## src/rtl/cpu_types_pkg.sv

```systemverilog
// cpu_types_pkg: shared fetch-path types.
// Word type, icache FSM state and address-field width helpers.
package cpu_types_pkg;

  typedef logic [31:0] word_t;

  typedef enum logic {
    IDLE = 1'b0,
    FILL = 1'b1
  } icache_state_t;

  function automatic int offBits(int words);
    return $clog2(words);
  endfunction

  function automatic int idxBits(int sets);
    return $clog2(sets);
  endfunction

  function automatic int tagBits(int words, int sets);
    return 30 - $clog2(words) - $clog2(sets);
  endfunction

  function automatic int safeW(int w);
    return (w < 1) ? 1 : w;
  endfunction

endpackage

```

## src/rtl/lru_ages.sv

```systemverilog
// lru_ages: true-LRU age table for the associative icache.
// Picks the fill victim and promotes a touched way to MRU.
module lru_ages
  import cpu_types_pkg::*;
#(
  parameter int WAYS = 2,
  parameter int SETS = 8,
  localparam int WW = safeW($clog2(WAYS)),
  localparam int IW = safeW(idxBits(SETS))
) (
  input  logic            CLK,
  input  logic            nRST,
  input  logic [IW-1:0]   selIdx,
  input  logic [WAYS-1:0] selValid,
  output logic [WW-1:0]   victim,
  input  logic            touch,
  input  logic [IW-1:0]   touchIdx,
  input  logic [WW-1:0]   touchWay
);

  if (WAYS == 1) begin : g_direct
    assign victim = '0;
  end else begin : g_lru
    logic [WW-1:0] ages [SETS][WAYS];
    logic [WW-1:0] hitAge;
    logic          found;

    assign hitAge = ages[touchIdx][touchWay];

    // Victim: lowest invalid way, otherwise the oldest way
    always_comb begin
      victim = '0;
      found  = 1'b0;
      for (int v = 0; v < WAYS; v++) begin
        if (!found && !selValid[v]) begin
          victim = WW'(v);
          found  = 1'b1;
        end
      end
      if (!found) begin
        for (int v = 0; v < WAYS; v++) begin
          if (ages[selIdx][v] == WW'(WAYS - 1))
            victim = WW'(v);
        end
      end
    end

    // Touched way becomes age 0; younger ways age by one
    always_ff @(posedge CLK) begin
      if (!nRST) begin
        for (int s = 0; s < SETS; s++)
          for (int w = 0; w < WAYS; w++)
            ages[s][w] <= WW'(w);
      end else if (touch) begin
        for (int v = 0; v < WAYS; v++) begin
          if (WW'(v) == touchWay)
            ages[touchIdx][v] <= '0;
          else if (ages[touchIdx][v] < hitAge)
            ages[touchIdx][v] <= ages[touchIdx][v] + WW'(1);
        end
      end
    end
  end

endmodule

```

## src/rtl/icache_assoc.sv

```systemverilog
// icache_assoc: set-associative multi-word-block icache.
// Same-cycle hits, word-by-word block fill, LRU victim, flush.
module icache_assoc
  import cpu_types_pkg::*;
#(
  parameter int WAYS        = 2,
  parameter int SETS        = 8,
  parameter int BLOCK_WORDS = 2,
  parameter int CNT_W       = 16
) (
  input  logic             CLK,
  input  logic             nRST,
  input  logic             imemREN,
  input  word_t            imemaddr,
  input  logic             flush,
  output logic             ihit,
  output word_t            imemload,
  output logic             iREN,
  output word_t            iaddr,
  input  logic             iwait,
  input  word_t            iload,
  output logic [CNT_W-1:0] hit_cnt,
  output logic [CNT_W-1:0] miss_cnt
);

  localparam int BOFF = offBits(BLOCK_WORDS);
  localparam int TAGW = tagBits(BLOCK_WORDS, SETS);
  localparam int OW   = safeW(BOFF);
  localparam int IW   = safeW(idxBits(SETS));
  localparam int WW   = safeW($clog2(WAYS));

  typedef struct packed {
    logic [TAGW-1:0] tag;
    logic [IW-1:0]   idx;
    logic [OW-1:0]   ofs;
  } split_t;

  function automatic split_t splitAddr(word_t a);
    split_t s;
    s.tag = a[31 -: TAGW];
    s.idx = IW'((a >> (2 + BOFF)) & (SETS - 1));
    s.ofs = OW'((a >> 2) & (BLOCK_WORDS - 1));
    return s;
  endfunction

  logic [WAYS-1:0] valid [SETS];
  logic [TAGW-1:0] tags  [SETS][WAYS];
  word_t           data  [SETS][WAYS][BLOCK_WORDS];

  icache_state_t   state;
  logic [IW-1:0]   fillIdx;
  logic [TAGW-1:0] fillTag;
  logic [WW-1:0]   fillWay;
  word_t           fillBase;
  logic [OW-1:0]   cnt;
  logic            flushPend;

  split_t          req;
  logic            match, lookup, hit, miss, lastWord;
  logic [WW-1:0]   hitWay, victim;

  assign req = splitAddr(imemaddr);

  // Tag compare across all ways of the requested set
  always_comb begin
    match  = 1'b0;
    hitWay = '0;
    for (int w = 0; w < WAYS; w++) begin
      if (valid[req.idx][w] && tags[req.idx][w] == req.tag) begin
        match  = 1'b1;
        hitWay = WW'(w);
      end
    end
  end

  assign lookup   = nRST && state == IDLE && imemREN && !flush;
  assign hit      = lookup && match;
  assign miss     = lookup && !match;
  assign lastWord = state == FILL && !iwait
                    && cnt == OW'(BLOCK_WORDS - 1);

  assign ihit     = hit;
  assign imemload = hit ? data[req.idx][hitWay][req.ofs] : '0;
  assign iREN     = nRST && state == FILL;
  assign iaddr    = fillBase | (word_t'(cnt) << 2);

  lru_ages #(
    .WAYS (WAYS),
    .SETS (SETS)
  ) u_lru (
    .CLK      (CLK),
    .nRST     (nRST),
    .selIdx   (req.idx),
    .selValid (valid[req.idx]),
    .victim   (victim),
    .touch    (hit || lastWord),
    .touchIdx (hit ? req.idx : fillIdx),
    .touchWay (hit ? hitWay : fillWay)
  );

  // Fill FSM, valid bits and deferred flush
  always_ff @(posedge CLK) begin
    if (!nRST) begin
      state     <= IDLE;
      cnt       <= '0;
      flushPend <= 1'b0;
      fillIdx   <= '0;
      fillTag   <= '0;
      fillWay   <= '0;
      fillBase  <= '0;
      for (int s = 0; s < SETS; s++)
        valid[s] <= '0;
    end else begin
      unique case (state)
        IDLE: begin
          if (flush) begin
            for (int s = 0; s < SETS; s++)
              valid[s] <= '0;
          end else if (miss) begin
            state   <= FILL;
            fillIdx <= req.idx;
            fillTag <= req.tag;
            fillWay <= victim;
            fillBase <= imemaddr
                        & ~word_t'(BLOCK_WORDS * 4 - 1);
            cnt     <= '0;
            valid[req.idx][victim] <= 1'b0;
          end
        end
        FILL: begin
          if (flush)
            flushPend <= 1'b1;
          if (lastWord) begin
            state <= IDLE;
            cnt   <= '0;
            flushPend <= 1'b0;
            valid[fillIdx][fillWay] <= 1'b1;
            if (flush || flushPend) begin
              for (int s = 0; s < SETS; s++)
                valid[s] <= '0;
            end
          end else if (!iwait) begin
            cnt <= cnt + OW'(1);
          end
        end
      endcase
    end
  end

  // Line storage needs no reset; valid bits guard it
  always_ff @(posedge CLK) begin
    if (nRST && state == FILL && !iwait) begin
      data[fillIdx][fillWay][cnt] <= iload;
      if (lastWord)
        tags[fillIdx][fillWay] <= fillTag;
    end
  end

  // Saturating hit / miss counters
  always_ff @(posedge CLK) begin
    if (!nRST) begin
      hit_cnt  <= '0;
      miss_cnt <= '0;
    end else begin
      if (hit && hit_cnt != '1)
        hit_cnt <= hit_cnt + CNT_W'(1);
      if (miss && miss_cnt != '1)
        miss_cnt <= miss_cnt + CNT_W'(1);
    end
  end

endmodule

```

## config.mk

```make
export PLATFORM = sky130hd
export DESIGN_NAME = icache_assoc
export DESIGN_NICKNAME = d
export VERILOG_FILES = /design/src/rtl/cpu_types_pkg.sv /design/src/rtl/lru_ages.sv /design/src/rtl/icache_assoc.sv
export SDC_FILE = /design/constraint.sdc
export NUM_CORES = 1
export LEC_CHECK = 0
export CAP_MARGIN = 20
export CORE_MARGIN = 1
export CORE_UTILIZATION = 62
export DETAILED_ROUTE_END_ITERATION = 10
export GPL_TIMING_DRIVEN = 0
export PLACE_DENSITY_LB_ADDON = 0.08
export SLEW_MARGIN = 5
export SYNTH_ARGS = -nofsm -noshare
export SYNTH_HDL_FRONTEND = slang
export SYNTH_SLANG_ARGS = --single-unit
```

## constraint.sdc

```tcl
create_clock -name CLK -period 11.2 [get_ports CLK]
set_input_delay 1.68 -clock CLK [delete_from_list [all_inputs] [get_ports CLK]]
set_output_delay 1.68 -clock CLK [all_outputs]
set_load 0.02 [all_outputs]
```

==> out/metrics.yaml, run 1 <==
hold_end: "u_lru.g_lru.ages[4][1]"
grt_pass1_wl_mm: 222
critical_path_class: "input port to output port"
core.rowCount: 114
ys_seq_area_share_pct: 75.1
gp_routability_congestion: 0.907
min_from: "u_lru.g_lru.ages[4][1]"
diodes: 0
yosysUniqueCellTypes: 68
die_h_um: 315
cellPowerDensity_nw_per_um2: 169
netlist_area_um2: 60600
io_pins: 167
power_w: 0.0119
drv_slew: 0
r2r_end: "u_lru.g_lru.ages[3][0]"
p_switching_w: 0.00248
power_frac_clock_pct: 42.4
synth_fa_ha_area_share_pct: 0.0413
setup_viol: 0
combinationalPowerShare_pct: 4.7
root_buffer: "clkbuf_16"
required_ns: 9.52
synth-simple-area-share_pct: 3.21
drtPass1Iterations: 5
cp-end-kind: "output port"
wl_per_cell_um: 33.1
nFillCells: 5494
synth-xor-area-share_pct: 0.925
clk_pin_slew_ns: 0.06
cts.sinks: 1537
cts_buffer_depth: 3
clock.fmax_mhz: 101
whs_path_depth: 2
power.leakage_nw: 23.1
wirelength_mm: 156
multi_input_area_um2: 14700
nets: 3385
initial_core_util_pct: 62.6
ant_nets: 0
yosys.area.top_type: "edfxtp_1"
cts_tree: "built"
dp_hpwl_mm: 102
relSlewSlack_pct: 21.2
period_minus_slack_ns: 9.92
rsz0062_at_grt: "false"
synth_ff_type: "edfxtp_1"
seqPwrFrac_pct: 52.9
finish.utilization_pct: 72.9
ys_ff_latch: 1537
fin_skew_ns: 0.0224
worstPathMaxFanout: 10
setup_tns_ns: 0
ctsHoldBuffers: 0
die_area_um2: 99000
hold_class: "flop to flop"
grt_pass1_vias: 31972
via_per_inst: 6.67
ir_worst_vdd_uv: 159
post-route-period-util_pct: 88.6
area.sequential_um2: 45500
yosysWarnings: 0
synthDominantCellAreaShare_pct: 72.9
clk_latency_ns: 0.77
syn_inst: 2929
synthTopCellsByArea: "edfxtp_1, mux4_2, mux2i_1"
syn_area_per_cell_um2: 20.7
synth_most_common_cell: "edfxtp_1"
die_x_um: 315
antenna_found_initial: 4
h-tree-depth: 4
synth_top_family_by_area: "multiplexers"
rrSetupSlack_ns: 6.49
critPathLaunch: "imemaddr[5]"
p_int_w: 0.00945
drt-initial-drc-count: 3974
cts_made_buffers: 152
fin_cells: 4712
drive_gt1_share_pct: 23.3
placed_area_um2: 65300
synth_compound_area_share_pct: 1.86
area_delta_synth_final_pct: 16.3
worst_pin_slew_ns: 1.18
maxCapViolCount: 0
synthArstFlopShare_pct: 0
timing.rr.start: "tags[1][40]"
reg2regPathDepth: 11
status: "finished, final reports clean"
place.port_buffers: 158
synth_common_cells: "edfxtp_1, mux4_2, nor2_1, mux2i_1, clkbuf_1"
place_inst: 4423
arrival_ns: 8.24
via_count: 31435
crit_path_start_kind: "input port"
muxShareOfSynthArea_pct: 17.6
drc: 0
grt_use_total_pct: 32.1
post_cts_resize_count: 0
final_area_um2: 70500
synth_edf_count: 1471
overflow: 0
cts_setup_buffers: 0
design.core.area_um2: 96700
final_hold_viol_count: 0
grt_max_degree: 33
swShare_pct: 20.8
-- sequential cells by signal (all words and copies together), names as in the netlist, 2 cells and up --
register          flops
data               1024
fillIdx               2
fillTag              26
hit_cnt              16
miss_cnt             16
tags                416
u_lru.g_lru.ages     16
valid                16
-- stage by stage --
stage | hold slack (ns) | setup WS (ns)
2_1_floorplan | 0.455 | 4.47
3_3_place_gp | 0.468 | 1.42
3_5_place_dp | 0.511 | 1.42
4_1_cts | 0.520 | 1.40
5_1_grt | 0.536 | 1.20
6_report | 0.518 | 1.28
-- cell usage in the layout, fill, tap and decap left out, types with 10 or more instances in the layout --
cell,netlist,layout
a21oi_1,27,27
a22oi_1,36,36
and3_1,16,16
buf_12,0,35
buf_16,0,13
buf_2,24,24
buf_4,15,15
buf_6,11,17
buf_8,0,18
bufinv_16,0,15
clkbuf_1,98,128
clkbuf_16,0,155
clkdlybuf4s50_1,0,158
clkinv_1,0,30
clkinv_2,0,21
dfxtp_1,66,66
edfxtp_1,1471,1471
inv_1,11,11
mux2_2,19,19
mux2i_1,191,191
mux4_2,376,376
nand2_1,61,61
nand2b_1,11,11
nand3_1,35,35
nand4_1,20,20
nor2_1,199,151
nor2_4,0,48
o211ai_1,11,11
o21ai_0,22,22
xnor2_1,10,10
xor2_1,54,54
-- worst max-delay path, stage by stage --
cell and delay, ns:
clkdlybuf4s50_1 0.63, buf_2 0.31, buf_2 0.44, buf_2 0.59, mux2i_1 0.34, xor2_1 0.47
nand4_1 0.16, nor4_1 0.50, and4_1 0.50, buf_2 0.42, buf_2 0.55, mux4_2 0.38
mux2i_1 0.08, nor2_1 0.45, clkdlybuf4s50_1 0.72
-- per-layer routing --
layer / GRT usage [%] / vias up / part of all wire [%]
li1: - / 12894 / -
met1: 41.5 / 16514 / 36
met2: 53.8 / 1652 / 51
met3: 5.68 / 367 / 7.9
met4: 14.8 / 8 / 4.7
met5: 0 / - / 0.031
-- cell type report --
cell class / instances / area share [%]
buffer: 156 / 1.07
clock buffer: 192 / 5.80
clock inverter: 84 / 1.20
inverter: 11 / 0.0586
multi-input combinational: 1226 / 20.8
sequential: 1537 / 64.6
tap: 1276 / 2.27
timing repair buffer: 230 / 4.23
-- worst max path at each step --
stage,cells past startpoint,to
6_report,15,imemload[28]
5_1_grt,15,imemload[28]
4_1_cts,15,imemload[28]
3_5_place_dp,15,imemload[11]
3_3_place_gp,15,imemload[11]
2_1_floorplan,15,imemload[10]
-- logic make-up after synthesis --
| group | after synthesis |
|---|---|
| AO/OA/AOI/OAI | 157 |
| AND/OR/NAND/NOR | 412 |
| other | 1 |
| multiplexers | 589 |
| XOR/XNOR | 64 |
| adder cells (fa/ha/maj) | 2 |
| flip-flops | 1537 |
| buffers and inverters | 167 |
-- power by group through the flow --
stage / combinational (W) / clock (W) / sequential, W
after floorplan: 0.000306 / 0 / 0.00643
after global placement: 0.000526 / 0 / 0.00643
after detailed placement: 0.000550 / 0 / 0.00643
after CTS: 0.000555 / 0.00508 / 0.00631
after global routing: 0.000587 / 0.00530 / 0.00631
final: 0.000561 / 0.00506 / 0.00631
No activity file was read; power rests on OpenSTA's default activity.
==> run 2, diff against run 1 <==
--- a/config.mk
+++ b/config.mk
@@ -6,12 +6,11 @@
 export NUM_CORES = 1
 export LEC_CHECK = 0
 export CAP_MARGIN = 20
-export CORE_MARGIN = 1
+export CORE_MARGIN = 2
 export CORE_UTILIZATION = 62
 export DETAILED_ROUTE_END_ITERATION = 10
 export GPL_TIMING_DRIVEN = 0
 export PLACE_DENSITY_LB_ADDON = 0.08
-export SLEW_MARGIN = 5
 export SYNTH_ARGS = -nofsm -noshare
 export SYNTH_HDL_FRONTEND = slang
 export SYNTH_SLANG_ARGS = --single-unit
==> run 2 against run 1 <==
  * Count of clock-buffer cells in the layout increased by 6
  * Hold slack got worse by 0.014 ns
  * Flip-flop and latch count did not move
  * Clock power decreased by 0.8%
  * Sequential power about the same
  * Setup slack worse by 0.0011 ns
  * Critical endpoint is now imemload[11]
  * Largest power group unchanged
==> out/metrics.yaml, run 2 (synthesized netlist as in run 1, its figures left out) <==
power_w: 0.0119
fin_skew_ns: 0.0208
worstPathMaxFanout: 10
post_cts_resize_count: 0
die_h_um: 317
initial_core_util_pct: 62.6
dp_hpwl_mm: 102
drtPass1Iterations: 6
root_buffer: "clkbuf_16"
clock.fmax_mhz: 101
die_x_um: 317
critical_path_class: "input port to output port"
p_switching_w: 0.00246
cp-end-kind: "output port"
antenna_found_initial: 4
largest_registers: "data x1024, tags x416, fillTag x26"
seqPwrFrac_pct: 53.1
layout_common_cells: "edfxtp_1, mux4_2, mux2i_1"
power.leakage_nw: 23.2
largest_reg_flops: 1024
maxCapViolCount: 0
setup_tns_ns: 0
status: "finished, final reports clean"
grt_max_degree: 33
crit_path_start_kind: "input port"
area_delta_synth_final_pct: 16.4
cp_common_cell: "buf_2"
top_register: "data"
worst_pin_slew_ns: 1.18
cts_setup_buffers: 0
final_hold_viol_count: 0
nets: 3387
finish.utilization_pct: 72.9
holdWs_ns: 0.504
post-route-period-util_pct: 88.6
power_frac_clock_pct: 42.2
setup_viol: 0
ant_nets: 0
hold_class: "flop to flop"
grt_pass1_vias: 32204
die_area_um2: 100000
layout_commonest_cell: "edfxtp_1"
period_minus_slack_ns: 9.92
clk_pin_slew_ns: 0.06
io_pins: 167
cts_tree: "built"
grt_use_total_pct: 32.1
via_per_inst: 6.71
design.core.area_um2: 96700
grt_pass1_wl_mm: 224
drt-initial-drc-count: 3948
cp_top_family: "buffers and inverters"
drc: 0
core.rowCount: 114
diodes: 0
via_count: 31615
overflow: 0
place.port_buffers: 158
swShare_pct: 20.7
max_stage_delay_ns: 0.65
drive_gt1_share_pct: 23.4
cts.sinks: 1537
cts_made_buffers: 150
required_ns: 9.52
drv_slew: 0
ir_worst_vdd_uv: 172
gp_routability_congestion: 0.921
cp_cell_sequence: "clkdlybuf4s50_1 > buf_2 > buf_2 > buf_2 > mux2i_1 > xor2_1 > nand4_1 > nor4_1 > and4_1 > buf_2 > buf_2 > mux4_2 > mux2i_1 > nor2_1 > clkdlybuf4s50_1"
wirelength_mm: 157
cts_buffer_depth: 3
placed_area_um2: 65300
rsz0062_at_grt: "false"
cellPowerDensity_nw_per_um2: 169
h-tree-depth: 4
wl_per_cell_um: 33.3
clk_latency_ns: 0.77
final_area_um2: 70500
arrival_ns: 8.24
ctsHoldBuffers: 0
p_int_w: 0.00943
combinationalPowerShare_pct: 4.8
nFillCells: 5540
crit_buf_inv: 7
relSlewSlack_pct: 21.4
cp_slowest_cell: "clkdlybuf4s50_1"
-- run 2: changes by cell type in the layout (fill, tap and decap cells not counted), sizes merged --
cell,delta
buf,+4
bufinv,-2
clkbuf,+6
clkinv,-5
clkinvlp,-2
inv,+1
-- run 2: layout make-up --
class                      instances  area (um^2)  area share, %
clock inverter                    76          744           1.06
multi-input combinational       1226        14700           20.8
clock buffer                     198         4140           5.88
tap                             1276         1600           2.26
inverter                          11         41.3         0.0586
sequential                      1537        45500           64.5
timing repair buffer             234         3080           4.37
buffer                           156          754           1.07
-- run 2: metrics by stage --
step | instances | setup WS, ns
floorplan | 2930 | 4.47
global placement | 4364 | 1.35
detailed placement | 4424 | 1.27
CTS | 4698 | 1.24
global route | 4714 | 1.17
finish | 4714 | 1.28
-- run 2: layer usage --
metal | vias up | GRT usage, % | routed length, um
met3 | 414 | 5.59 | 13100
met4 | 6 | 16.0 | 8490
met2 | 1814 | 52.9 | 78600
met1 | 16477 | 42.1 | 56800
li1 | 12904 | - | -
met5 | - | 0 | 34
-- run 2: path summary, 6_finish.rpt --
check        slack [ns]  cells past startpoint                    from                     end
min                0.50                      2  u_lru.g_lru.ages[4][1]  u_lru.g_lru.ages[4][1]
max reg2reg        6.30                     13             tags[7][40]  u_lru.g_lru.ages[1][1]
min reg2reg        0.50                      2  u_lru.g_lru.ages[4][1]  u_lru.g_lru.ages[4][1]
max                1.28                     15             imemaddr[5]            imemload[11]
-- run 2: power by group through the flow --
| stage | sequential [W] | clock (W) | combinational (W) |
|---|---|---|---|
| 6_report | 0.00631 | 0.00502 | 0.000566 |
| 5_1_grt | 0.00631 | 0.00528 | 0.000595 |
| 4_1_cts | 0.00631 | 0.00506 | 0.000556 |
| 3_5_place_dp | 0.00643 | 0 | 0.000552 |
| 3_3_place_gp | 0.00643 | 0 | 0.000527 |
| 2_1_floorplan | 0.00643 | 0 | 0.000306 |
-- run 2: worst register-to-register path, stage by stage, from the launching register on --
cell	delay, ns
edfxtp_1	0.39
mux4_2	0.49
mux2i_1	0.20
xor2_1	0.53
o2111ai_1	0.20
or4b_1	0.59
nor4_2	0.55
o21ai_2	0.23
buf_6	0.26
mux2i_2	0.21
a21o_1	0.25
buf_2	0.17
buf_4	0.19
o31ai_1	0.33
